## src/rtl/bitwise_issue_arbiter.sv

```systemverilog
// bitwise_issue_arbiter: round-robin issue arbiter that shares one combinational Bitwise datapath
// between NREQ ports, registers operands and result, and returns tagged responses.
module bitwise_issue_arbiter #(
    parameter int NREQ = 2,
    parameter int TAG_W = 4,
    parameter int OP_W = 4,
    parameter int SIZE_W = 4,
    localparam int SRC_W = (NREQ > 1) ? $clog2(NREQ) : 1
) (
    input  logic                    clk,
    input  logic                    reset,
    input  logic [NREQ-1:0]         req_valid,
    output logic [NREQ-1:0]         req_ready,
    input  logic [NREQ*OP_W-1:0]    req_op,
    input  logic [NREQ*SIZE_W-1:0]  req_size,
    input  logic [NREQ-1:0]         req_carry_in,
    input  logic [NREQ-1:0]         req_use_carry,
    input  logic [NREQ*64-1:0]      req_a,
    input  logic [NREQ*64-1:0]      req_b,
    input  logic [NREQ*TAG_W-1:0]   req_tag,
    output logic [OP_W-1:0]         alu_op,
    output logic [SIZE_W-1:0]       alu_size,
    output logic                    alu_carry_in,
    output logic                    alu_use_carry,
    output logic [63:0]             alu_a,
    output logic [63:0]             alu_b,
    input  logic [63:0]             alu_result,
    input  logic                    alu_carry,
    output logic                    rsp_valid,
    input  logic                    rsp_ready,
    output logic [63:0]             rsp_result,
    output logic                    rsp_carry,
    output logic [TAG_W-1:0]        rsp_tag,
    output logic [SRC_W-1:0]        rsp_src
);
    typedef enum logic [1:0] {IDLE, EXEC, RESP} stateT;

    stateT            state, nextState;
    logic [SRC_W-1:0] rrPtr, grantIdx, aluSrc;
    logic [TAG_W-1:0] aluTag;
    logic             grantAny, canArb, handshake;

    function automatic logic [SRC_W-1:0] wrapIdx(input int v);
        return SRC_W'((v >= NREQ) ? v - NREQ : v);
    endfunction

    // Scan from the farthest offset down so the port closest to rrPtr wins.
    always_comb begin
        grantIdx = '0;
        grantAny = 1'b0;
        for (int k = NREQ - 1; k >= 0; k--) begin
            if (req_valid[wrapIdx(int'(rrPtr) + k)]) begin
                grantIdx = wrapIdx(int'(rrPtr) + k);
                grantAny = 1'b1;
            end
        end
    end

    always_comb begin
        canArb = !reset && (state == IDLE || (state == RESP && rsp_ready));
        handshake = canArb && grantAny;
        req_ready = handshake ? (NREQ'(1) << grantIdx) : '0;
        rsp_valid = state == RESP;
        nextState = state == EXEC ? RESP
                  : handshake ? EXEC
                  : (state == RESP && !rsp_ready) ? RESP : IDLE;
    end

    always_ff @(posedge clk or posedge reset) begin
        if (reset) begin
            state <= IDLE;
            rrPtr <= '0;
        end else begin
            state <= nextState;
            if (handshake) rrPtr <= wrapIdx(int'(grantIdx) + 1);
        end
    end

    always_ff @(posedge clk or posedge reset) begin
        if (reset) begin
            alu_op <= '0;
            alu_size <= '0;
            alu_carry_in <= 1'b0;
            alu_use_carry <= 1'b0;
            alu_a <= '0;
            alu_b <= '0;
            aluTag <= '0;
            aluSrc <= '0;
            rsp_result <= '0;
            rsp_carry <= 1'b0;
            rsp_tag <= '0;
            rsp_src <= '0;
        end else begin
            if (handshake) begin
                alu_op <= req_op[int'(grantIdx)*OP_W +: OP_W];
                alu_size <= req_size[int'(grantIdx)*SIZE_W +: SIZE_W];
                alu_carry_in <= req_carry_in[grantIdx];
                alu_use_carry <= req_use_carry[grantIdx];
                alu_a <= req_a[int'(grantIdx)*64 +: 64];
                alu_b <= req_b[int'(grantIdx)*64 +: 64];
                aluTag <= req_tag[int'(grantIdx)*TAG_W +: TAG_W];
                aluSrc <= grantIdx;
            end
            if (state == EXEC) begin
                rsp_result <= alu_result;
                rsp_carry <= alu_carry;
                rsp_tag <= aluTag;
                rsp_src <= aluSrc;
            end
        end
    end
endmodule
```

## config.mk

```make
export PLATFORM = sky130hd
export DESIGN_NAME = bitwise_issue_arbiter
export DESIGN_NICKNAME = d
export VERILOG_FILES = /design/src/rtl/bitwise_issue_arbiter.sv
export SDC_FILE = /design/constraint.sdc
export NUM_CORES = 1
export LEC_CHECK = 0
export CAP_MARGIN = 20
export CELL_PAD_IN_SITES_DETAIL_PLACEMENT = 1
export CELL_PAD_IN_SITES_GLOBAL_PLACEMENT = 1
export CORE_AREA = 2 2 219 221
export DETAILED_ROUTE_END_ITERATION = 10
export DIE_AREA = 0 0 221 223
export PLACE_DENSITY = 0.66
export SETUP_SLACK_MARGIN = 0.15
export SLEW_MARGIN = 20
export SYNTH_ARGS = -nofsm -noshare
export SYNTH_HDL_FRONTEND = slang
export SYNTH_SLANG_ARGS = --single-unit
```

## constraint.sdc

```tcl
create_clock -name clk -period 8.45 [get_ports clk]
set_input_delay 1.2675 -clock clk [delete_from_list [all_inputs] [get_ports clk]]
set_output_delay 1.2675 -clock clk [all_outputs]
set_load 0.02 [all_outputs]
```

======== After elaboration in Yosys (flattened, before gate mapping) ========
Cells that the tools add are included.
word-level totals
  register bits after elaboration ......... 216
  input port bits ......................... 354
  output and inout port bits .............. 211
  logic and storage cells ................. 60
operators by class
  $add $sub $neg .......................... 5
  $lt $le $gt $ge ......................... 6
  equality and inequality tests ........... 2
  shift operators ......................... 6
  muxes and demuxes ....................... 19
  reductions and logical operators ........ 8
operator list
  cell                 count
  $shiftx 128x8->64    2
  $shiftx 8x4->4       3
  $mux 1               15
  $mux 2               4
  $lt 1x2->1 const B   3
  $add 1x1->2 const B  2
  $ge 2x2->1 const B   2
  $logic_and 1x1->1    4
  $sub 1x1->1 const B  3
  $eq 2x1->1 const B   1
  $eq 2x2->1 const B   1
  $ge 1x2->1 const B   1
  $logic_not 1->1      2
  $logic_not 2->1      1
  $shl 1x1->2 const A  1
  $logic_or 1x1->1     1

======== Depth between registers and ports, before layout ========
Gate-level depths: netlist (run 1).
  word-level depth ........................ 10
  depth in mapped cells ................... 8
  depth with buffers taken out ............ 4

======== Worst setup path after synthesis (run 1) ========
No wires, ideal clock.
  path type ............................... input to output
  start ................................... input req_valid[1]
  end ..................................... output req_ready[0]
  data arrival time ....................... 2010 ps
  required time ........................... 7183 ps
  slack ................................... 5173 ps
  cell stages on the path ................. 5
  buffers on the path ..................... 2
  cell sequence ........................... buf_6 -> or2_1 -> buf_2 -> nand3_2 -> nor2_1
on the way
  word-level cells in the longest chain between the ends .. 6
  elaborated cells on any way between the ends .. 11
  classes of those cells .................. 1 x shift; 9 x mux; 1 x reduce/logical
ends and longest elaborated chain
  element                                           line    text
  from (decl)                                       12      input logic [NREQ-1:0] req_valid,
  $mux 1 (not written as such) (2 in a row)         52      if (req_valid[wrapIdx(int'(rrPtr) + k)]) begin
  $mux 1 (2 in a row)                               52
  $shl 1x1->2 or $logic_and 1x1->1 (tied branches)  62, 61
  $mux 2 *                                          62      req_ready = handshake ? (NREQ'(1) << grantIdx) : '0;
  to (decl)                                         13      output logic [NREQ-1:0] req_ready,
Every way passes the cells marked *; elsewhere a longest branch is shown, timed or not. The select of a mux whose other input is x is not followed.

======== Worst setup path after layout (run 1) ========
  start ................................... input rsp_ready
  end ..................................... output req_ready[1]
on the way
  word-level cells in the longest chain between the ends .. 5
ends and longest elaborated chain
  element            line  text
  from (decl)        30    input logic rsp_ready,
  $logic_and 1x1->1  60    canArb = !reset && (state == IDLE || (state == RESP && rsp_ready));
  $logic_or 1x1->1   60
  $logic_and 1x1->1  60
  $logic_and 1x1->1  61    handshake = canArb && grantAny;
  $mux 2             62
Every way passes these cells.

==> results.sh, run 1 <==
export IMPL_finalSetupTns_ns=0
export IMPL_synth_top_area_share_pct=49.3
export IMPL_startpoint_type="primary input"
export IMPL_yosys_cell_types_count=20
export IMPL_synth_edf_count=0
export IMPL_fmax_ghz=0.208
export IMPL_maxCapViolations=0
export IMPL_synth_area_leaders="dfrtp_1 49%, a31oi_1 12%, o211ai_1 9.7%, a31oi_2 8.0%, mux2_2 7.4%"
export IMPL_synth_top_family_by_area="compound AO/OA/AOI/OAI gates"
export IMPL_crit_required_ns=7.18
export IMPL_clk_latency_ns=0.56
export IMPL_wire_per_inst_um=24.1
export IMPL_routed_wl_um=51400
export IMPL_via_per_inst=5.26
export IMPL_postCtsHoldBufs=0
export IMPL_status="finished, final reports clean"
export IMPL_netlist_top_cells_count="216 x dfrtp_1, 214 x a31oi_1, 142 x o211ai_1, 136 x o21ai_0, 103 x clkbuf_1"
export IMPL_portBuffers=564
export IMPL_place_ws_ns=3.64
export IMPL_maxSlewViolCount=0
export IMPL_finalSetupViolCount=0
export IMPL_cp_endpoint="req_ready[1]"
export IMPL_yosysMostFrequentCell="dfrtp_1"
export IMPL_place_congestion=0.762
export IMPL_synth_largest_area_cell="dfrtp_1"
export IMPL_rsz0062_at_grt="no"
export IMPL_finClkSkew_ns=0.0217
export IMPL_tritoncts="done"
export IMPL_io_pins=565
export IMPL_start_util_pct=23.3
export IMPL_post_synth_cell_area_avg_um2=10.7
export IMPL_fin_crit_ns=4.80
export IMPL_die_area_mm2=0.0493
export IMPL_fin_ws_ns=3.65
export IMPL_regToRegStartpoint="state[1]$_DFF_PP0_"
export IMPL_ant_nets=0
export IMPL_reg2reg_depth=5
export IMPL_ir_drop_mv=0.165
export IMPL_dpl_hpwl_um=33900
export IMPL_startpoint="rsp_ready"
export IMPL_cts_sinks=216
export IMPL_clk_pin_slew_ns=0.06
export IMPL_path_class="in -> out"
export IMPL_ys_ff_latch=216
export IMPL_power_density_mw_per_mm2=268
export IMPL_grt_pass1_vias=11900
export IMPL_track_usage_pct=19.9
export IMPL_post_cts_buffers=0
export IMPL_grt_first_pass_wirelength_um=76800
export IMPL_synthMuxAreaShare_pct=7.39
export IMPL_detail_route_first_pass_iterations=4
export IMPL_maxSlewHeadroom_pct=23.1
export IMPL_antenna_found_initial=11
export IMPL_synth_compound_area_share_pct=36.5
export IMPL_reg2reg_to="alu_b[40]$_DFFE_PP0N_"
export IMPL_synthArstFlopShare_pct=100
export IMPL_synthCells=1021
export IMPL_die_h_um=223
export IMPL_synth_nets=1375
export IMPL_yosysWarnings=0
export IMPL_fin_nets=1838
export IMPL_hold_class="reg -> reg"
export IMPL_core_mm2=0.0471
export IMPL_netlist_area_mm2=0.0110
export IMPL_first_iter_violations=716
export IMPL_yosysSeqAreaShare_pct=49.3
export IMPL_vias=11200
export IMPL_synthAdderAreaFrac_pct=0
export IMPL_synthXorXnorAreaFrac_pct=0
export IMPL_rows=80
export IMPL_gr_total_overflow=0
export IMPL_cts_buffer_depth=3
export IMPL_cp_arrival_ns=3.53
export IMPL_tightest_slew_ns=1.15
export IMPL_cp_end_kind="output pin"
export IMPL_post_route_cells_drive_above_1_share_pct=14.0
export IMPL_cp_max_fo=57
export IMPL_final_hold_viol_count=0
export IMPL_finalCritPeriodShare_pct=56.8
export IMPL_cts_buffers=28
export IMPL_grt_max_degree=92
export IMPL_synth_simple_gate_area_share_pct=0.536
export IMPL_die_x_um=221
export IMPL_syn2layout_area_growth_pct=62.4
export IMPL_drc=0
export IMPL_reg2reg_setup_slack_ns=5.12
export IMPL_ctsResizeCount=0
export IMPL_cts_root_buf="clkbuf_16"
export IMPL_ys_flop_type="dfrtp_1"
export IMPL_htree_levels=1
export IMPL_leakage_nw=6.23
## metrics by stage
| stage | cell area [µm²] | util (%) | hold slack (ns) | total power, W | std cells |
|---|---|---|---|---|---|
| 3_3_place_gp | 16900 | 35.8 | 0.485 | 0.00358 | 2068 |
| 4_1_cts | 17800 | 37.7 | 0.506 | 0.00483 | 2117 |
| 6_report | 17800 | 37.8 | 0.503 | 0.00477 | 2129 |
| 2_1_floorplan | 11000 | - | 0.477 | 0.00255 | 1021 |
| 5_1_grt | 17800 | 37.8 | 0.510 | 0.00500 | 2128 |
| 3_5_place_dp | 16900 | 35.8 | 0.493 | 0.00363 | 2068 |
## sequential cells by signal, summed over array words and instances, names as in the netlist
signal,cells
rsp_result,64
alu_size,4
alu_b,64
rsp_tag,4
rrPtr,1
alu_a,64
alu_use_carry,1
rsp_src,1
aluSrc,1
alu_op,4
rsp_carry,1
aluTag,4
alu_carry_in,1
state,2
## routing by layer
| layer | vias up | routed length [µm] | track usage, % |
|---|---|---|---|
| li1 | 4994 | - | - |
| met1 | 5682 | 20600 | 24.2 |
| met4 | 2 | 1600 | 7.90 |
| met5 | - | 9 | 0 |
| met2 | 447 | 25700 | 33.8 |
| met3 | 74 | 3420 | 4.65 |
## report_power, final
part / leakage, nW / internal, W / switching, W / total (W)
Combinational: 3.37 / 0.000963 / 0.00106 / 0.00202
Sequential: 2.44 / 0.00135 / 0.000221 / 0.00158
Clock: 0.429 / 0.000697 / 0.000480 / 0.00118
## cells by family after synthesis
| group | Yosys count |
|---|---|
| AND/OR/NAND/NOR | 10 |
| multiplexers | 72 |
| flip-flops | 216 |
| AO/OA/AOI/OAI | 570 |
| buffers and inverters | 153 |
## layout make-up
type                       count  area (µm²)
tap                          615         769
clock buffer                  40         776
antenna                       11        27.5
timing repair buffer         581        5790
sequential                   216        5410
fill                        5294       29300
clock inverter                 9         115
inverter                       5        36.3
multi-input combinational    652        4900
## how the worst min path moves through the flow
stage | to | slack, ns | cells past startpoint | startpoint
floorplan | aluSrc$_DFFE_PP0N_ | 0.48 | 1 | aluSrc$_DFFE_PP0N_
global placement | rsp_result[4]$_DFFE_PP0N_ | 0.49 | 1 | rsp_result[4]$_DFFE_PP0N_
detailed placement | rsp_result[0]$_DFFE_PP0N_ | 0.49 | 1 | rsp_result[0]$_DFFE_PP0N_
CTS | rsp_result[22]$_DFFE_PP0N_ | 0.51 | 1 | rsp_result[22]$_DFFE_PP0N_
global route | rsp_result[61]$_DFFE_PP0N_ | 0.51 | 1 | rsp_result[61]$_DFFE_PP0N_
finish | rsp_tag[0]$_DFFE_PP0N_ | 0.50 | 1 | aluTag[0]$_DFFE_PP0N_
## critical path, cell delays in order
cell and delay [ns]:
clkdlybuf4s50_1 0.48, nand2b_4 0.61, nand3_2 0.25, nor2_1 0.23
clkdlybuf4s50_1 0.64
## layout by cell type, fill, tap and decap left out, drive strengths merged
cell type and n:
o21ai 144, inv 6, nand2b 3, diode 11
buf 18, nor2b 1, nor2 4, a31oi 284
dfrtp 216, clkinv 4, or2 1, clkinvlp 2
o211ai 142, bufinv 2, clkbuf 40, nand3 1
mux2 72, clkdlybuf4s50 563
Power figures use the tool's default switching activity.
==> inputs of run 2 (changes only) <==
CORE_AREA = 2 2 217 219   (was 2 2 219 221)
DIE_AREA = 0 0 219 221   (was 0 0 221 223)
PLACE_DENSITY = 0.69   (was 0.66)
clock period = 4.4 ns   (was 8.45 ns; I/O delays follow)
==> results.sh, run 2 (synthesis gave the netlist of run 1 again) <==
export IMPL_postCtsHoldBufs=0
export IMPL_fmax_ghz=0.306
export IMPL_post_route_cells_drive_above_1_share_pct=14.9
export IMPL_path_class="in -> out"
export IMPL_cts_sinks=216
export IMPL_power_w=0.00920
export IMPL_detail_route_first_pass_iterations=4
export IMPL_portBuffers=564
export IMPL_dpl_hpwl_um=33900
export IMPL_track_usage_pct=20.4
export IMPL_clk_pin_slew_ns=0.06
export IMPL_final_common_cell="clkdlybuf4s50_1"
export IMPL_start_util_pct=23.8
export IMPL_finClkSkew_ns=0.0103
export IMPL_placed_area_mm2=0.0170
export IMPL_startpoint_type="primary input"
export IMPL_grt_max_degree=143
export IMPL_cp_endpoint="req_ready[1]"
export IMPL_io_pins=565
export IMPL_startpoint="req_valid[0]"
export IMPL_cts_buffer_depth=3
export IMPL_finalSetupTns_ns=0
export IMPL_regToRegStartpoint="state[0]$_DFF_PP0_"
export IMPL_wl_met2_um=25600
export IMPL_cts_root_buf="clkbuf_16"
export IMPL_power_density_mw_per_mm2=513
export IMPL_die_h_um=221
export IMPL_grt_first_pass_wirelength_um=76900
export IMPL_post_cts_buffers=0
export IMPL_final_area_mm2=0.0179
export IMPL_rsz0062_at_grt="no"
export IMPL_finalCritPeriodShare_pct=74.3
export IMPL_leakage_nw=6.32
export IMPL_htree_levels=1
export IMPL_syn2layout_area_growth_pct=63.6
export IMPL_crit_required_ns=3.74
export IMPL_gr_total_overflow=0
export IMPL_fin_crit_ns=3.27
export IMPL_routed_wl_um=51300
export IMPL_reg2reg_depth=5
export IMPL_cp_max_fo=37
export IMPL_grt_pass1_vias=12000
export IMPL_vias=11200
export IMPL_reg2reg_setup_slack_ns=1.64
export IMPL_hold_class="in -> reg"
export IMPL_cts_buffers=28
export IMPL_core_mm2=0.0461
export IMPL_wire_per_inst_um=24.1
export IMPL_rows=79
export IMPL_reg2reg_to="aluTag[0]$_DFFE_PP0N_"
export IMPL_die_area_mm2=0.0484
export IMPL_final_hold_viol_count=0
export IMPL_via_per_inst=5.30
export IMPL_fin_nets=1845
export IMPL_antenna_found_initial=5
export IMPL_finalSetupViolCount=0
export IMPL_reg_top3="alu_a: 64 flops, alu_b: 64 flops, rsp_result: 64 flops"
export IMPL_clk_latency_ns=0.56
export IMPL_tritoncts="done"
export IMPL_highest_layer="met5"
export IMPL_ant_nets=0
export IMPL_ctsResizeCount=0
export IMPL_wl_met3_um=3460
export IMPL_layout_common_cells="563 x clkdlybuf4s50_1, 215 x dfrtp_1, 214 x a31oi_1"
export IMPL_maxSlewHeadroom_pct=22.1
export IMPL_drc=0
export IMPL_die_x_um=219
export IMPL_m1WireLength_um=20800
export IMPL_cp_end_kind="output pin"
export IMPL_cp_arrival_ns=2.61
export IMPL_maxSlewViolCount=0
export IMPL_tightest_slew_ns=1.17
export IMPL_place_congestion=0.791
export IMPL_ir_drop_mv=0.299
export IMPL_first_iter_violations=737
export IMPL_maxCapViolations=0
export IMPL_status="finished, final reports clean"
[run 2: cell count changes in the layout (fill, tap and decap cells not counted)]
cell	before	now
clkbuf_8	3	4
clkinvlp_4	2	3
clkinv_2	3	11
buf_12	0	6
inv_6	2	1
clkbuf_1	9	4
diode_2	11	4
inv_8	1	0
buf_4	17	18
[run 2: power by group]
| part | total [W] | switching, W | internal, W |
|---|---|---|---|
| Clock | 0.00230 | 0.000944 | 0.00135 |
| Sequential | 0.00298 | 0.000382 | 0.00260 |
| Combinational | 0.00392 | 0.00205 | 0.00187 |
| Total | 0.00920 | 0.00338 | 0.00582 |
[run 2: area by class of cell]
type,count,area (µm²)
inverter,5,32.5
fill,5106,28100
tap,607,759
multi-input combinational,652,4900
clock buffer,36,771
timing repair buffer,588,5920
antenna,4,10.0
sequential,216,5410
clock inverter,16,146
[run 2: worst min path at each step]
stage | startpoint | to | slack [ns] | cells past startpoint
2_1_floorplan | aluSrc$_DFFE_PP0N_ | aluSrc$_DFFE_PP0N_ | 0.48 | 1
5_1_grt | req_valid[1] | alu_a[49]$_DFFE_PP0N_ | 0.46 | 3
4_1_cts | req_valid[1] | alu_a[49]$_DFFE_PP0N_ | 0.43 | 3
3_3_place_gp | rsp_result[43]$_DFFE_PP0N_ | rsp_result[43]$_DFFE_PP0N_ | 0.49 | 1
3_5_place_dp | rsp_result[41]$_DFFE_PP0N_ | rsp_result[41]$_DFFE_PP0N_ | 0.49 | 1
6_report | req_valid[1] | alu_a[49]$_DFFE_PP0N_ | 0.46 | 3
[run 2: per-stage QoR]
stage | util, % | hold slack (ns) | setup WS (ns) | cells
2_1_floorplan | - | 0.477 | 0.928 | 1021
3_3_place_gp | 36.8 | 0.487 | 0.996 | 2066
3_5_place_dp | 36.8 | 0.494 | 0.927 | 2066
4_1_cts | 38.8 | 0.433 | 1.04 | 2118
5_1_grt | 39.0 | 0.456 | 1.01 | 2124
6_report | 39.0 | 0.459 | 1.13 | 2124
[run 2: worst max-delay path, stage by stage]
cell,delay [ns]
clkdlybuf4s50_1,0.49
inv_4,0.34
o21ai_0,0.16
nor2_1,0.28
clkdlybuf4s50_1,0.67
[run 2: layer usage]
layer / vias up / GRT usage, %
li1: 4984 / -
met1: 5744 / 25.0
met2: 439 / 35.5
met3: 79 / 4.29
met4: 2 / 6.26
met5: - / 0
